<file path="src/rtl/csr_rmw_stage.sv">
// rtl/csr_rmw_stage.sv - CSR read-modify-write issue stage feeding the per-core CSR store
//
// Purpose: accepts CSR instructions, reads the store combinationally from S1,
// computes the RISC-V RW/RS/RC write value, writes it back when S1 fires and
// returns the pre-write CSR value to writeback through S2.
//
// Ports:
//   clk, reset                 clock, asynchronous active-high reset
//   req_*                      issue-side request (valid/ready)
//   fpu_pending                per-warp FP-op-in-flight flags
//   read_*, read_data          store read port (read_data is combinational)
//   write_*                    store write port
//   rsp_*                      writeback response (valid/ready), old value on all lanes
//   busy                       either stage occupied

`ifndef UUID_BITS
`define UUID_BITS 16
`endif
`ifndef NUM_WARPS
`define NUM_WARPS 4
`endif
`ifndef NW_BITS
`define NW_BITS 2
`endif
`ifndef NUM_THREADS
`define NUM_THREADS 4
`endif
`ifndef NR_BITS
`define NR_BITS 5
`endif
`ifndef CSR_ADDR_BITS
`define CSR_ADDR_BITS 12
`endif

module csr_rmw_stage #(
  parameter int CORE_ID     = 0,
  parameter int NUM_WARPS   = `NUM_WARPS,
  parameter int NUM_THREADS = `NUM_THREADS
) (
  input  logic                          clk,
  input  logic                          reset,
  input  logic                          req_valid,
  output logic                          req_ready,
  input  logic [`UUID_BITS-1:0]         req_uuid,
  input  logic [`NW_BITS-1:0]           req_wid,
  input  logic [NUM_THREADS-1:0]        req_tmask,
  input  logic [31:0]                   req_pc,
  input  logic [`NR_BITS-1:0]           req_rd,
  input  logic                          req_wb,
  input  logic [1:0]                    req_op,
  input  logic                          req_use_imm,
  input  logic [4:0]                    req_imm,
  input  logic                          req_rs1_is_x0,
  input  logic [31:0]                   req_rs1_data,
  input  logic [`CSR_ADDR_BITS-1:0]     req_addr,
  input  logic [NUM_WARPS-1:0]          fpu_pending,
  output logic                          read_enable,
  output logic [`UUID_BITS-1:0]         read_uuid,
  output logic [`CSR_ADDR_BITS-1:0]     read_addr,
  output logic [`NW_BITS-1:0]           read_wid,
  input  logic [31:0]                   read_data,
  output logic                          write_enable,
  output logic [`UUID_BITS-1:0]         write_uuid,
  output logic [`CSR_ADDR_BITS-1:0]     write_addr,
  output logic [`NW_BITS-1:0]           write_wid,
  output logic [31:0]                   write_data,
  output logic                          rsp_valid,
  input  logic                          rsp_ready,
  output logic [`UUID_BITS-1:0]         rsp_uuid,
  output logic [`NW_BITS-1:0]           rsp_wid,
  output logic [NUM_THREADS-1:0]        rsp_tmask,
  output logic [31:0]                   rsp_pc,
  output logic [`NR_BITS-1:0]           rsp_rd,
  output logic                          rsp_wb,
  output logic [NUM_THREADS*32-1:0]     rsp_data,
  output logic                          busy
);

  localparam logic [`CSR_ADDR_BITS-1:0] CSR_FFLAGS = `CSR_ADDR_BITS'h001;
  localparam logic [`CSR_ADDR_BITS-1:0] CSR_FRM    = `CSR_ADDR_BITS'h002;
  localparam logic [`CSR_ADDR_BITS-1:0] CSR_FCSR   = `CSR_ADDR_BITS'h003;
  localparam logic [1:0] OP_RS = 2'd2;
  localparam logic [1:0] OP_RC = 2'd3;
  localparam logic [1:0] OP_RW = 2'd1;

  // S1: accepted request
  logic                      r_s1_valid;
  logic [`UUID_BITS-1:0]     r_s1_uuid;
  logic [`NW_BITS-1:0]       r_s1_wid;
  logic [NUM_THREADS-1:0]    r_s1_tmask;
  logic [31:0]               r_s1_pc;
  logic [`NR_BITS-1:0]       r_s1_rd;
  logic                      r_s1_wb;
  logic [1:0]                r_s1_op;
  logic [31:0]               r_s1_src;
  logic                      r_s1_write_req;
  logic [`CSR_ADDR_BITS-1:0] r_s1_addr;

  // S2: response
  logic                      r_s2_valid;
  logic [`UUID_BITS-1:0]     r_s2_uuid;
  logic [`NW_BITS-1:0]       r_s2_wid;
  logic [NUM_THREADS-1:0]    r_s2_tmask;
  logic [31:0]               r_s2_pc;
  logic [`NR_BITS-1:0]       r_s2_rd;
  logic                      r_s2_wb;
  logic [31:0]               r_s2_data;

  logic        w_fp_addr;
  logic        w_fp_stall;
  logic        w_fire;
  logic        w_accept;
  logic [31:0] w_src;
  logic        w_src_zero;
  logic [31:0] w_wdata;

  assign w_src      = req_use_imm ? {27'd0, req_imm} : req_rs1_data;
  // RS/RC suppress the write based on the source field being x0/zero,
  // not on the operand value (an rs1 holding 0 still writes).
  assign w_src_zero = req_use_imm ? (req_imm == 5'd0) : req_rs1_is_x0;

  assign w_fp_addr  = (r_s1_addr == CSR_FFLAGS) || (r_s1_addr == CSR_FRM) ||
                      (r_s1_addr == CSR_FCSR);
  assign w_fp_stall = r_s1_valid && fpu_pending[r_s1_wid] && w_fp_addr;
  assign w_fire     = r_s1_valid && !w_fp_stall && (!r_s2_valid || rsp_ready);
  assign req_ready  = !r_s1_valid || w_fire;
  assign w_accept   = req_valid && req_ready;

  always_comb begin
    w_wdata = r_s1_src;
    case (r_s1_op)
      OP_RS:   w_wdata = read_data | r_s1_src;
      OP_RC:   w_wdata = read_data & ~r_s1_src;
      default: w_wdata = r_s1_src;
    endcase
  end

  always_ff @(posedge clk or posedge reset) begin
    if (reset) begin
      r_s1_valid <= 1'b0;
      r_s2_valid <= 1'b0;
    end else begin
      if (w_accept)
        r_s1_valid <= 1'b1;
      else if (w_fire)
        r_s1_valid <= 1'b0;

      if (w_fire)
        r_s2_valid <= 1'b1;
      else if (rsp_ready)
        r_s2_valid <= 1'b0;
    end
  end

  always_ff @(posedge clk) begin
    if (w_accept) begin
      r_s1_uuid      <= req_uuid;
      r_s1_wid       <= req_wid;
      r_s1_tmask     <= req_tmask;
      r_s1_pc        <= req_pc;
      r_s1_rd        <= req_rd;
      r_s1_wb        <= req_wb;
      r_s1_op        <= req_op;
      r_s1_src       <= w_src;
      r_s1_write_req <= (req_op == OP_RW) || !w_src_zero;
      r_s1_addr      <= req_addr;
    end
    if (w_fire) begin
      r_s2_uuid  <= r_s1_uuid;
      r_s2_wid   <= r_s1_wid;
      r_s2_tmask <= r_s1_tmask;
      r_s2_pc    <= r_s1_pc;
      r_s2_rd    <= r_s1_rd;
      r_s2_wb    <= r_s1_wb;
      r_s2_data  <= read_data;
    end
  end

  assign read_enable  = r_s1_valid;
  assign read_uuid    = r_s1_uuid;
  assign read_addr    = r_s1_addr;
  assign read_wid     = r_s1_wid;

  assign write_enable = w_fire && r_s1_write_req;
  assign write_uuid   = r_s1_uuid;
  assign write_addr   = r_s1_addr;
  assign write_wid    = r_s1_wid;
  assign write_data   = w_wdata;

  assign rsp_valid    = r_s2_valid;
  assign rsp_uuid     = r_s2_uuid;
  assign rsp_wid      = r_s2_wid;
  assign rsp_tmask    = r_s2_tmask;
  assign rsp_pc       = r_s2_pc;
  assign rsp_rd       = r_s2_rd;
  assign rsp_wb       = r_s2_wb;
  assign rsp_data     = {NUM_THREADS{r_s2_data}};

  assign busy         = r_s1_valid | r_s2_valid;

  a_op_legal: assert property (@(posedge clk) disable iff (reset)
                               w_accept |-> (req_op != 2'd0))
    else $error("csr_rmw_stage core %0d: illegal CSR op 0 accepted", CORE_ID);

endmodule
</file>
<file path="config.mk">
export PLATFORM = sky130hd
export DESIGN_NAME = csr_rmw_stage
export DESIGN_NICKNAME = d
export VERILOG_FILES = /design/src/rtl/csr_rmw_stage.sv
export SDC_FILE = /design/constraint.sdc
export NUM_CORES = 1
export LEC_CHECK = 0
export CAP_MARGIN = 20
export CORE_AREA = 2 2 172 174
export CTS_CLUSTER_DIAMETER = 60
export DETAILED_ROUTE_END_ITERATION = 16
export DIE_AREA = 0 0 174 176
export HOLD_SLACK_MARGIN = 0.06
export PLACE_DENSITY = 0.68
export REMOVE_ABC_BUFFERS = 1
export SETUP_SLACK_MARGIN = 0.3
export SLEW_MARGIN = 15
export SYNTH_ARGS = -nofsm -noshare
export SYNTH_HDL_FRONTEND = slang
export SYNTH_SLANG_ARGS = --single-unit
</file>
<file path="constraint.sdc">
create_clock -name clk -period 22.9 [get_ports clk]
set_input_delay 6.87 -clock clk [delete_from_list [all_inputs] [get_ports clk]]
set_output_delay 6.87 -clock clk [all_outputs]
set_load 0.03 [all_outputs]
</file>
==> impl_metrics.tcl, run 1 <==
set metrics [dict create \
    crit_fanout 6 \
    dr.pass1.iters 4 \
    start_util_pct 27.5 \
    worstHoldPathType "flop to flop" \
    synth_area_leaders "edfxtp_1 76%, buf_4 12%, nand2_1 3.0%" \
    syn_area_sq_mm 0.00785 \
    path_clk_slew_ns 0.06 \
    outcome "finished clean" \
    worstPathArrival_ns 8.74 \
    port_buffers 437 \
    finalSetupViolations 0 \
    peakVddDrop_mv 0.0443 \
    fin_setup_tns_ns 0 \
    drv_slew 0 \
    crit_path_start_kind "input port" \
    yosysTopAreaCell "edfxtp_1" \
    seq_area_frac_synth_pct 76.8 \
    worstSkewPairLatency_ns 0.53 \
    nets 980 \
    p_sw_share_pct 27.6 \
    wl_per_cell_microns 17.8 \
    vias 4926 \
    cts_tree "yes" \
    rsz0062_at_grt "no" \
    coreArea_sq_mm 0.0285 \
    max_freq_ghz 0.0640 \
    placementRows 62 \
    cp_data_required_time_ns 16.03 \
    dieArea_sq_mm 0.0306 \
    first_iter_violations 223 \
    end_kind "output port" \
    worstMarginPinSlew_ns 0.888 \
    chipWidth_microns 174 \
    final_cell_mix "437 x clkdlybuf4s50_1, 199 x edfxtp_1, 63 x nand2_1, 33 x o21ai_0, 28 x nor2b_1" \
    ys_warn_count 0 \
    gp_congestion 0.767 \
    synth_edf_count 199 \
    final.min_clock_period_ns 15.61 \
    hold_buffers 0 \
    ioPinCount 438 \
    antenna_found_initial 2 \
    grt_max_degree 69 \
    die_h_microns 176 \
    synthFlopType "edfxtp_1" \
    p_int_uw 735 \
    postCtsSetupRepairBufs 0 \
    cap_viol_max_count 0 \
    p_leak_nw 4.41 \
    drc_errors 0 \
    ys_ff_latch 201 \
    powerDensity_mw_per_mm2 80.8 \
    drive_gt1_share_pct 6.27 \
    grt_pass1_vias 5056 \
    cts_resized 0 \
    drtAntennaViolNets 0 \
    post-place-ws_ns 7.28 \
    final_common_cell "clkdlybuf4s50_1" \
    clkSinkCount 201 \
    finClkSkew_ns 0.0198 \
    combPwrFrac_pct 19.7 \
    htreeDepth 1 \
    via_per_inst 4.00 \
    synth_top_area_share_pct 76.1 \
    switching_power_uw 281 \
    finalHoldViolations 0 \
    grt_usage_pct 13.3 \
    grt-ovfl-total 0 \
    fin_crit_sh_pct 68.2 \
    synth_cells 493 \
    clockPowerShare_pct 35.9 \
    postSynth.asyncResetShare_pct 0.995 \
    dp_hpwl_microns 16400 \
    p_seq_share_pct 44.4 \
    grt_pass1_wl_microns 30900 \
    ff2ff_path_depth 3 \
    maxSlewHeadroom_pct 40.8 \
    worstSetupPathType "input port to output port" \
    yosysUniqueCellTypes 29 \
    syn_avg_cell_area_sq_um 15.9 \
    cts-root-buf "clkbuf_16" \
    clock_path_buffers 3 \
    area_growth_syn_to_layout_pct 60.1 \
    setup_ws_ns 7.29 \
    drt_wl_total_microns 21900 \
    hold_depth 0 \
    cts_buffers 25 \
]
## routing by layer
| metal | up-vias | wire length (microns) | GRT usage (%) |
|---|---|---|---|
| li1 | 2313 | - | - |
| met1 | 2313 | 8070 | 14.8 |
| met2 | 263 | 11400 | 24.6 |
| met3 | 35 | 1980 | 4.29 |
| met4 | 2 | 488 | 3.54 |
| met5 | - | 14 | 0 |
## power groups by stage
stage	combinational (mW)	sequential (mW)	clock, mW
floorplan	0.0302	0.524	0
global placement	0.200	0.458	0
detailed placement	0.202	0.459	0
CTS	0.202	0.451	0.376
global route	0.208	0.454	0.391
finish	0.200	0.451	0.365
## cell usage after synthesis (2+ instances only)
cell type and count:
edfxtp_1 199, dfrtp_1 2, a31oi_1 2, buf_4 126, nand2_1 63, nor2b_1 28, mux2_2 5, a21oi_1 2
o21ai_0 33, nor2_1 3, clkbuf_1 10, inv_1 3
## stage by stage
step                      hold WS, ns  std cells  util [%]  total power [mW]  cell area, sq um
after detailed placement        0.405       1184      41.3             0.660             11800
after CTS                       0.418       1229      44.0              1.03             12600
after global routing            0.419       1229      44.0              1.05             12600
after floorplan                 0.400        356         -             0.554              6860
final                           0.416       1230      44.0              1.02             12600
after global placement          0.400       1184      41.3             0.658             11800
## area by class of cell
type                       instances  area (sq um)
antenna                            1          2.50
clock buffer                      35           683
clock inverter                    10          83.8
fill                            2592         16000
inverter                           3          11.3
multi-input combinational        152           850
sequential                       201          6030
tap                              384           480
timing repair buffer             444          4430
## worst max-delay path, cell delays in order
cell and delay, ns:
clkdlybuf4s50_1 0.39, mux4_2 0.58, a32oi_1 0.21, clkdlybuf4s50_1 0.69
## worst paths after layout
kind | startpoint | endpoint | slack (ns)
max | fpu_pending[3] | req_ready | 7.29
min | r_s1_pc[7]$_DFFE_PP_ | rsp_pc[7]$_DFFE_PP_ | 0.42
max reg2reg | read_wid[0]$_DFFE_PP_ | r_s2_data[6]$_DFFE_PP_ | 20.45
min reg2reg | r_s1_pc[7]$_DFFE_PP_ | rsp_pc[7]$_DFFE_PP_ | 0.42
max in group asynchronous | reset | rsp_valid$_DFFE_PP0P_ | 16.26
min in group asynchronous | reset | read_enable$_DFFE_PP0P_ | 6.51
## cells by family (layout without fill, tap and decap cells)
group	after synthesis	after routing	synth area share, %
buffers and inverters	140	492	12.7
AND/OR/NAND/NOR	103	103	6.44
other	0	1	0
AO/OA/AOI/OAI	43	43	3.03
flip-flops	201	201	76.8
multiplexers	6	6	1.00
## state kept, by name (all words and copies together) (netlist names)
register and count:
r_s1_op 2, r_s1_pc 32, r_s1_rd 5, r_s1_src 32, r_s1_tmask 4, r_s1_wb 1
r_s1_write_req 1, r_s2_data 32, read_addr 12, read_enable 1, read_uuid 16, read_wid 2
rsp_pc 32, rsp_rd 5, rsp_tmask 4, rsp_uuid 16, rsp_valid 1, rsp_wb 1
rsp_wid 2
No activity file was read; power rests on OpenSTA's default activity.
==> run 2: changes to the inputs <==
==> constraint.sdc (replaced) <==
create_clock -name clk -period 15.4 [get_ports clk]
set_input_delay 4.62 -clock clk [delete_from_list [all_inputs] [get_ports clk]]
set_output_delay 4.62 -clock clk [all_outputs]
set_load 0.03 [all_outputs]
==> run 2 against run 1 <==
  * Sequential power rose by 49%
  * Count of clock-buffer cells in the layout fell by 6
  * Clock power rose by 47%
  * Register-to-register slack got worse by 7.5 ns
  * Critical endpoint unchanged
  * Highest routed layer unchanged
==> impl_metrics.tcl, run 2 (same netlist as run 1, synthesis figures left out) <==
set metrics [dict create \
    rsz0062_at_grt "no" \
    end_kind "output port" \
    cts_tree "yes" \
    coreArea_sq_mm 0.0285 \
    area_growth_syn_to_layout_pct 60.0 \
    multi_input_area_sq_um 850 \
    min_to "rsp_rd[0]$_DFFE_PP_" \
    clkSinkCount 201 \
    grt_pass1_wl_microns 31400 \
    cts_buffers 24 \
    powerDensity_mw_per_mm2 120 \
    path_clk_slew_ns 0.06 \
    port_buffers 437 \
    dp.cells 1184 \
    dp_hpwl_microns 16400 \
    ff2ff_path_depth 3 \
    nets 979 \
    start_util_pct 27.5 \
    rr_startpoint "read_wid[0]$_DFFE_PP_" \
    finalHoldViolations 0 \
    finalPower_mw 1.50 \
    worstSetupPathType "input port to output port" \
    drc_errors 0 \
    regArea_sq_mm 0.00603 \
    clock_path_buffers 3 \
    final_util_pct 44.0 \
    crit_fanout 6 \
    die_h_microns 176 \
    post-place-ws_ns 4.27 \
    worst_hold_slack_ns 0.411 \
    p_leak_nw 4.40 \
    cts_resized 0 \
    peakVddDrop_mv 0.0700 \
    cap_viol_max_count 0 \
    vias 4952 \
    wl_per_cell_microns 17.9 \
    final_common_cell "clkdlybuf4s50_1" \
    final_cell_mix "437 x clkdlybuf4s50_1, 199 x edfxtp_1, 63 x nand2_1, 33 x o21ai_0, 28 x nor2b_1" \
    via_per_inst 4.03 \
    worstSkewPairLatency_ns 0.51 \
    gp_congestion 0.767 \
    drv_slew 0 \
    dieArea_sq_mm 0.0306 \
    hold_depth 0 \
    antenna_found_initial 2 \
    worstReg2RegEnd "rsp_pc[15]$_DFFE_PP_" \
    drive_gt1_share_pct 6.17 \
    maxSlewHeadroom_pct 40.4 \
    fillerInstances 2588 \
    setup_ws_ns 4.26 \
    dpl_cell_area_sq_mm 0.0118 \
    grt_usage_pct 13.5 \
    hp-start "r_s1_rd[0]$_DFFE_PP_" \
    first_iter_violations 277 \
    worstPathArrival_ns 6.52 \
    htreeDepth 1 \
    drt_wl_total_microns 22000 \
    grt-ovfl-total 0 \
    grt_max_degree 69 \
    final.min_clock_period_ns 11.14 \
    fin_crit_sh_pct 72.3 \
    drtAntennaViolNets 0 \
    max_freq_ghz 0.0898 \
    post-route-cell-area_sq_mm 0.0126 \
    outcome "finished clean" \
    finalSetupViolations 0 \
    finClkSkew_ns 0.0105 \
    crit_path_start_kind "input port" \
    placementRows 62 \
    chipWidth_microns 174 \
    ioPinCount 438 \
    dr.pass1.iters 4 \
    fin_setup_tns_ns 0 \
    worstSetupStartpoint "fpu_pending[3]" \
    worstMarginPinSlew_ns 0.894 \
    r2r_setup_slack_ns 12.93 \
    worstHoldPathType "flop to flop" \
    cts-root-buf "clkbuf_16" \
    grt_pass1_vias 5079 \
    postCtsSetupRepairBufs 0 \
    layoutNonFillerInstCount 1228 \
    cp_data_required_time_ns 10.78 \
    hold_buffers 0 \
]
-- run 2: cell count changes in the layout (fill, tap and decap cells not counted) --
cell | before | now
clkinv_2 | 2 | 3
inv_16 | 1 | 0
bufinv_16 | 0 | 2
clkbuf_1 | 8 | 5
clkinvlp_4 | 0 | 1
inv_8 | 3 | 1
clkbuf_8 | 2 | 0
clkinv_8 | 0 | 1
clkinv_1 | 3 | 5
clkbuf_16 | 25 | 24
-- run 2: layout make-up --
class / instances / area share (%)
Timing Repair Buffer: 444 / 35.3
Antenna cell: 1 / 0.0199
Inverter: 3 / 0.0897
Clock inverter: 14 / 1.10
Sequential cell: 201 / 48.0
Clock buffer: 29 / 4.93
Multi-Input combinational cell: 152 / 6.77
Tap cell: 384 / 3.83
-- run 2: worst max-delay path, cell delays in order --
cell             delay [ns]
clkdlybuf4s50_1        0.40
mux4_2                 0.58
a32oi_1                0.21
clkdlybuf4s50_1        0.70
-- run 2: report_power, final --
group | switching (mW) | leakage (nW) | total [mW] | internal, mW
logic | 0.169 | 2.09 | 0.297 | 0.128
registers | 0.0206 | 1.94 | 0.670 | 0.650
clock network | 0.215 | 0.367 | 0.537 | 0.321
-- run 2: how the worst max path moves through the flow --
stage | cells past startpoint | end | slack, ns
2_1_floorplan | 2 | r_s2_data[0]$_DFFE_PP_ | 3.01
3_3_place_gp | 4 | req_ready | 4.28
3_5_place_dp | 4 | req_ready | 4.27
4_1_cts | 4 | req_ready | 4.27
5_1_grt | 4 | req_ready | 4.19
6_report | 4 | req_ready | 4.26
-- run 2: routing by layer --
metal / up-vias / track usage (%) / wire, microns
met5: - / 0 / 14
met3: 32 / 4.11 / 1840
li1: 2312 / - / -
met1: 2357 / 15.2 / 8230
met4: 2 / 3.85 / 532
met2: 249 / 24.5 / 11400
